$ cat config.mk
export PLATFORM = sky130hd
export DESIGN_NAME = ahb_sram_slave
export DESIGN_NICKNAME = d
export VERILOG_FILES = /design/src/rtl/ahb_sram_slave.sv
export SDC_FILE = /design/constraint.sdc
export NUM_CORES = 1
export LEC_CHECK = 0
export CELL_PAD_IN_SITES_DETAIL_PLACEMENT = 0
export CELL_PAD_IN_SITES_GLOBAL_PLACEMENT = 2
export CORE_ASPECT_RATIO = 0.5
export CORE_UTILIZATION = 23
export DETAILED_ROUTE_END_ITERATION = 12
export PLACE_DENSITY_LB_ADDON = 0.1
export SYNTH_ARGS = -nofsm -noshare
export SYNTH_HDL_FRONTEND = slang
export SYNTH_SLANG_ARGS = --single-unit
$ cat constraint.sdc
create_clock -name clk -period 1.9 [get_ports clk]
set_input_delay 0.38 -clock clk [delete_from_list [all_inputs] [get_ports clk]]
set_output_delay 0.38 -clock clk [all_outputs]
set_load 0.02 [all_outputs]
$ cat src/rtl/ahb_sram_slave.sv
// AHB-lite style responder (8-bit data) mapping one address window onto a
// synchronous single-port SRAM, with programmable wait states and error replies.
module ahb_sram_slave #(
    parameter int                    ADDR_WID    = 24,
    parameter logic [ADDR_WID-1:0]   BASE_ADDR   = '0,
    parameter int                    MEM_AW      = 16,
    parameter int                    WAIT_CYCLES = 0,
    parameter int                    READ_ONLY   = 0
) (
    input  logic                clk,
    input  logic                hreset_n,
    input  logic                hsel,
    input  logic [ADDR_WID-1:0] haddr,
    input  logic                hwrite,
    input  logic                hburst,
    input  logic                htrans,
    input  logic [7:0]          hwdata,
    output logic                hready,
    output logic                hresp,
    output logic [7:0]          hrdata,
    output logic                mem_en,
    output logic                mem_we,
    output logic [MEM_AW-1:0]   mem_addr,
    output logic [7:0]          mem_wdata,
    input  logic [7:0]          mem_rdata
);

    typedef enum logic [2:0] {
        S_IDLE, S_WAIT, S_RD, S_RDATA, S_WR, S_ERR1, S_ERR2
    } state_t;

    state_t              state_q, state_d;
    logic [3:0]          cnt_q, cnt_d;
    logic [ADDR_WID-1:0] addr_q, addr_d;
    logic                write_q, write_d;
    logic                burst_q, burst_d;
    logic                vld_q, vld_d;
    logic                err_q, err_d;
    logic [7:0]          hrdata_q, hrdata_d;

    logic                can_accept;
    logic                acc_err;
    logic                acc_seq;
    logic [ADDR_WID-1:0] off_full;

    always_comb begin
        state_d    = state_q;
        cnt_d      = cnt_q;
        addr_d     = addr_q;
        write_d    = write_q;
        burst_d    = burst_q;
        vld_d      = vld_q;
        err_d      = err_q;
        hrdata_d   = hrdata_q;
        hready     = 1'b1;
        hresp      = 1'b0;
        hrdata     = hrdata_q;
        mem_en     = 1'b0;
        mem_we     = 1'b0;
        mem_addr   = '0;
        mem_wdata  = '0;
        can_accept = 1'b0;

        // Underflow of (haddr - base) lands in the upper bits, so one test covers both ends.
        off_full = haddr - BASE_ADDR;
        acc_err  = ((off_full >> MEM_AW) != '0) || (hwrite && (READ_ONLY != 0));
        acc_seq  = vld_q && !err_q && hburst && burst_q && (hwrite == write_q) &&
                   (haddr == addr_q + 1'b1);

        case (state_q)
            S_IDLE: can_accept = 1'b1;
            S_WAIT: begin
                hready = 1'b0;
                if (cnt_q <= 4'd1) begin
                    cnt_d   = '0;
                    state_d = write_q ? S_WR : S_RD;
                end else begin
                    cnt_d = cnt_q - 4'd1;
                end
            end
            S_RD: begin
                hready   = 1'b0;
                mem_en   = 1'b1;
                mem_addr = addr_q[MEM_AW-1:0] - BASE_ADDR[MEM_AW-1:0];
                state_d  = S_RDATA;
            end
            S_RDATA: begin
                hrdata     = mem_rdata;
                hrdata_d   = mem_rdata;
                can_accept = 1'b1;
                state_d    = S_IDLE;
            end
            S_WR: begin
                mem_en     = 1'b1;
                mem_we     = 1'b1;
                mem_addr   = addr_q[MEM_AW-1:0] - BASE_ADDR[MEM_AW-1:0];
                mem_wdata  = hwdata;
                can_accept = 1'b1;
                state_d    = S_IDLE;
            end
            S_ERR1: begin
                hready  = 1'b0;
                hresp   = 1'b1;
                state_d = S_ERR2;
            end
            S_ERR2: begin
                hresp      = 1'b1;
                can_accept = 1'b1;
                state_d    = S_IDLE;
            end
            default: state_d = S_IDLE;
        endcase

        // hready is high in every accepting state, so this is the bus handshake.
        if (can_accept && hsel && htrans) begin
            addr_d  = haddr;
            write_d = hwrite;
            burst_d = hburst;
            vld_d   = 1'b1;
            err_d   = acc_err;
            if (acc_err) begin
                state_d = S_ERR1;
            end else if (!acc_seq && (WAIT_CYCLES > 0)) begin
                state_d = S_WAIT;
                cnt_d   = 4'(WAIT_CYCLES);
            end else begin
                state_d = hwrite ? S_WR : S_RD;
            end
        end
    end

    always_ff @(posedge clk or negedge hreset_n) begin
        if (!hreset_n) begin
            state_q  <= S_IDLE;
            cnt_q    <= '0;
            addr_q   <= '0;
            write_q  <= 1'b0;
            burst_q  <= 1'b0;
            vld_q    <= 1'b0;
            err_q    <= 1'b0;
            hrdata_q <= '0;
        end else begin
            state_q  <= state_d;
            cnt_q    <= cnt_d;
            addr_q   <= addr_d;
            write_q  <= write_d;
            burst_q  <= burst_d;
            vld_q    <= vld_d;
            err_q    <= err_d;
            hrdata_q <= hrdata_d;
        end
    end

endmodule

==> out/results.md <==
Setup path
• simple AND/OR/NAND/NOR gates — largest delay contributor family on the critical path
• 1.65 ns — arrival time worst endpoint
• register to primary output — type of the worst setup path
• 4 — maximum net fanout on the critical path
• 1.52 ns — Worst Path Required
• 7 — Worst R2R Path Depth
• or2b_4, buf_6, nor2_4, buf_6, buf_6, and2_4, buf_6 — cell chain of the critical path
• 0.05 ns — Reg2Reg Setup Slack
• state_q[2]$_DFFE_PN0P_ — startpoint of the worst register-to-register path
• 4 — worst path buffer plus inverter count
• sky130_fd_sc_hd__dfrtp_1 — slowest library cell on the worst path
• sky130_fd_sc_hd__buf_6 — most used cell, CP
• primary output — Setup crit end kind
• addr_q[11]$_DFFE_PN0P_ — endpoint of the worst-slack reg-to-reg timing path
• 0.38 ns — CP peak stage delay
• register — crit start category

Die
• 0.00673 sq mm — Core ar.
• 120 um — Die Width
• 82 — Top-Level Pins
• 21 — FP Rows
• 0.00737 sq mm — area of the die
• 61.2 um — die boundary height
• 24.0% — starting density of the core

Logic synthesis
• 31 — count of different cell masters after synthesis
• 183 — number of nets produced by synthesis
• 0 — total of warnings raised by yosys
• 49.7% — proportion of synthesized chip area in sequential cells
• 0.00161 sq mm — post-synthesis instance area
• 11.9 sq um — post-synthesis average cell area
• sky130_fd_sc_hd__dfrtp_1 — Primary FF master, synth
• 0 — Post-synth EDFFs
• 135 — synthesized instance count
• 100% — fraction of registers with async set or reset after synthesis
• 32 — total of flip-flops plus latches after synthesis

Timing
• 49.8% — headroom to the max-slew limit
• 492 MHz — maximum operating frequency
• 0.00333 ns — Fin Clk Skew
• 2.03 ns — clock period minus final worst setup slack
• 31 — Final setup violation count
• 0.753 ns — slew at the pin with the worst max-slew slack
• -0.132 ns — crit path setup slack, layout
• 107% — share of the clock period used by the worst path
• -1.41 ns — post-route setup TNS
• 0 — max-slew violations
• yes — unrepaired setup endpoints after global routing
• 0 — Final Hold Violating Endpoints

Global route
• 33 — largest net degree at the start of global routing
• 6470 um — wire length of the first global-routing pass
• 0 — initial antenna violation count
• 1304 — number of global-route vias before repair
• 0 — overflow left after global routing
• 11.9% — GRT Util Overall

Cells and area
• 85.6% — area growth from synthesis to layout
• 337 — Final Instance Count excl. Fillers
• 293 — Final #Nets
• 44.5% — Final Core Density
• 0 — number of diodes added for antenna fixing
• 50.6% — fraction of layout cells with a size suffix above 1
• 0.00299 sq mm — Final Cell Area

Power
• 0.537 mV — peak supply drop
• 20.7% — relative contribution of the clock network to total power
• 27.8% — share of total power in sequential cells
• 0.00249 W — cell-internal power
• 0.00115 W — net load switching power
• 1.41 nW — leakage power summed over all cells
• 0.00364 W — post-layout power
• 1220 mW/mm^2 — power density over cell area
• 31.6% — net switching fraction of the power
• 51.5% — proportion of power drawn by combinational gates

Worst hold path
• input port to async pin — hold crit path type

Routing
• 4.09 — mean number of vias per cell
• 0 — number of antenna-violating nets in the routed design
• 4330 um — Total Routed Length
• 12.8 um — average routed wire per standard cell
• 22 — number of DRC markers after the initial detailed-route iteration
• 6 — First-pass DRT Iterations
• 0 — number of remaining DRC errors
• 1379 — number of vias after detailed routing

Clocking
• 2 — clk buf depth
• 0.05 ns — CTS clk-pin slew, worst paths
• 0.27 ns — insertion delay to the later sink of the worst-skew pair
• built — TritonCTS clock tree
• sky130_fd_sc_hd__clkbuf_16 — clock tree root buffer cell
• 5 — number of buffers added by the clock tree synthesis step
• 2 — number of levels the H-tree was split into
• 32 — clock sink count

Placement
• 80 — count of buffers from port buffering
• 0.771 — RePlAce Congestion
• 0.00262 sq mm — Post-Place Cell Area
• 2890 um — post-detail-place hpwl
• 320 — Placed Cells

Status
• complete, but fails checks — result of the run
• negative setup slack — violated checks

Flow run
• 0 — Maximum Capacitance Violations

[logic make-up after synthesis]
family / after synthesis / synth area share (%)
buffers and inverters: 8 / 3.96
adder cells (fa/ha/maj): 3 / 2.17
flip-flops: 32 / 49.7
AND/OR/NAND/NOR: 51 / 18.3
AO/OA/AOI/OAI: 15 / 5.66
multiplexers: 26 / 20.2
[power by group through the flow]
stage | registers [W] | clock network (W) | logic, W
2_1_floorplan | 0.000980 | 0 | 0.000835
3_3_place_gp | 0.000999 | 0 | 0.00152
3_5_place_dp | 0.00101 | 0 | 0.00153
4_1_cts | 0.00100 | 0.000776 | 0.00171
5_1_grt | 0.00104 | 0.000807 | 0.00200
6_report | 0.00101 | 0.000754 | 0.00187
[state kept, by name (all words and copies together) (netlist names)]
| name | count |
|---|---|
| cnt_q | 4 |
| state_q | 3 |
| hrdata_q | 8 |
| addr_q | 16 |
| write_q | 1 |
[placed cells by master, fill, tap and decap left out, types with 2 or more instances in the layout]
cell type                         instances
sky130_fd_sc_hd__clkdlybuf4s50_1         43
sky130_fd_sc_hd__and2_1                   5
sky130_fd_sc_hd__and2_4                  19
sky130_fd_sc_hd__o22ai_1                  2
sky130_fd_sc_hd__clkbuf_16                5
sky130_fd_sc_hd__nor2_1                   5
sky130_fd_sc_hd__o21ai_0                  4
sky130_fd_sc_hd__dfrtp_1                 31
sky130_fd_sc_hd__mux2_2                   9
sky130_fd_sc_hd__nor4_1                   3
sky130_fd_sc_hd__mux2_4                  17
sky130_fd_sc_hd__buf_6                   41
sky130_fd_sc_hd__buf_4                   18
sky130_fd_sc_hd__buf_2                    4
sky130_fd_sc_hd__nand2b_1                 2
sky130_fd_sc_hd__inv_1                    4
sky130_fd_sc_hd__nand2_1                  7
sky130_fd_sc_hd__ha_1                     2
sky130_fd_sc_hd__a21oi_1                  3
[worst register-to-register path, cell delays in order, from the launching register on]
cell and delay, ns:
sky130_fd_sc_hd__dfrtp_1 0.40, sky130_fd_sc_hd__buf_4 0.14, sky130_fd_sc_hd__nand2b_4 0.14, sky130_fd_sc_hd__buf_4 0.14, sky130_fd_sc_hd__nand2_1 0.05, sky130_fd_sc_hd__or3b_4 0.40, sky130_fd_sc_hd__buf_12 0.16, sky130_fd_sc_hd__mux2_4 0.30
[synth_stat cells, types with 2 or more instances]
master / instances / area, sq um
sky130_fd_sc_hd__a21oi_1: 4 / 20.0
sky130_fd_sc_hd__and2_1: 24 / 150
sky130_fd_sc_hd__dfrtp_1: 32 / 801
sky130_fd_sc_hd__ha_1: 2 / 25.0
sky130_fd_sc_hd__inv_1: 4 / 15.0
sky130_fd_sc_hd__mux2_2: 17 / 191
sky130_fd_sc_hd__mux2_4: 9 / 135
sky130_fd_sc_hd__nand2_1: 8 / 30.0
sky130_fd_sc_hd__nand2b_1: 2 / 12.5
sky130_fd_sc_hd__nor2_1: 6 / 22.5
sky130_fd_sc_hd__nor4_1: 3 / 18.8
sky130_fd_sc_hd__o21ai_0: 4 / 20.0
sky130_fd_sc_hd__o22ai_1: 2 / 12.5
[worst max-delay path by stage]
stage	from	slack, ns	cells past startpoint	to
floorplan	state_q[1]$_DFFE_PN0P_	0.03	4	mem_addr[10]
CTS	state_q[2]$_DFFE_PN0P_	-0.25	5	mem_addr[6]
global route	state_q[2]$_DFFE_PN0P_	-0.23	7	mem_wdata[1]
detailed placement	state_q[2]$_DFFE_PN0P_	-0.25	5	mem_addr[15]
finish	state_q[2]$_DFFE_PN0P_	-0.13	7	mem_wdata[1]
global placement	state_q[2]$_DFFE_PN0P_	-0.26	5	mem_addr[15]
[repair_timing]
action,4_1_cts,5_1_grt
cloned,2,0
buffers inserted,7,3
hold buffers,0,0
endpoints found under the setup margin,36,52
pin swaps,7,4
resized for setup,205,58
[per-stage QoR]
stage | hold WS [ns] | worst slack, ns
5_1_grt | 0.244 | -0.225
3_5_place_dp | 0.485 | -0.254
6_report | 0.177 | -0.132
4_1_cts | 0.213 | -0.250
2_1_floorplan | 0.0844 | 0.0313
3_3_place_gp | 0.479 | -0.262
[area by class of cell]
type | instances | area, sq um
multi-input cells | 95 | 860
inverters | 4 | 15.0
flip-flops and latches | 32 | 802
clock inverters | 1 | 5.00
well taps | 92 | 115
fillers | 661 | 3730
repair buffers | 107 | 1070
clock buffers | 6 | 129
[metal layers]
layer	share of wire [%]	global-route usage, %	wire length (um)
met4	0	5.29	0
met5	0	0	0
met2	48	20.1	2060
met3	7.7	4.26	331
met1	45	14.2	1930
Note: power is estimated with default switching activity, not from simulation.
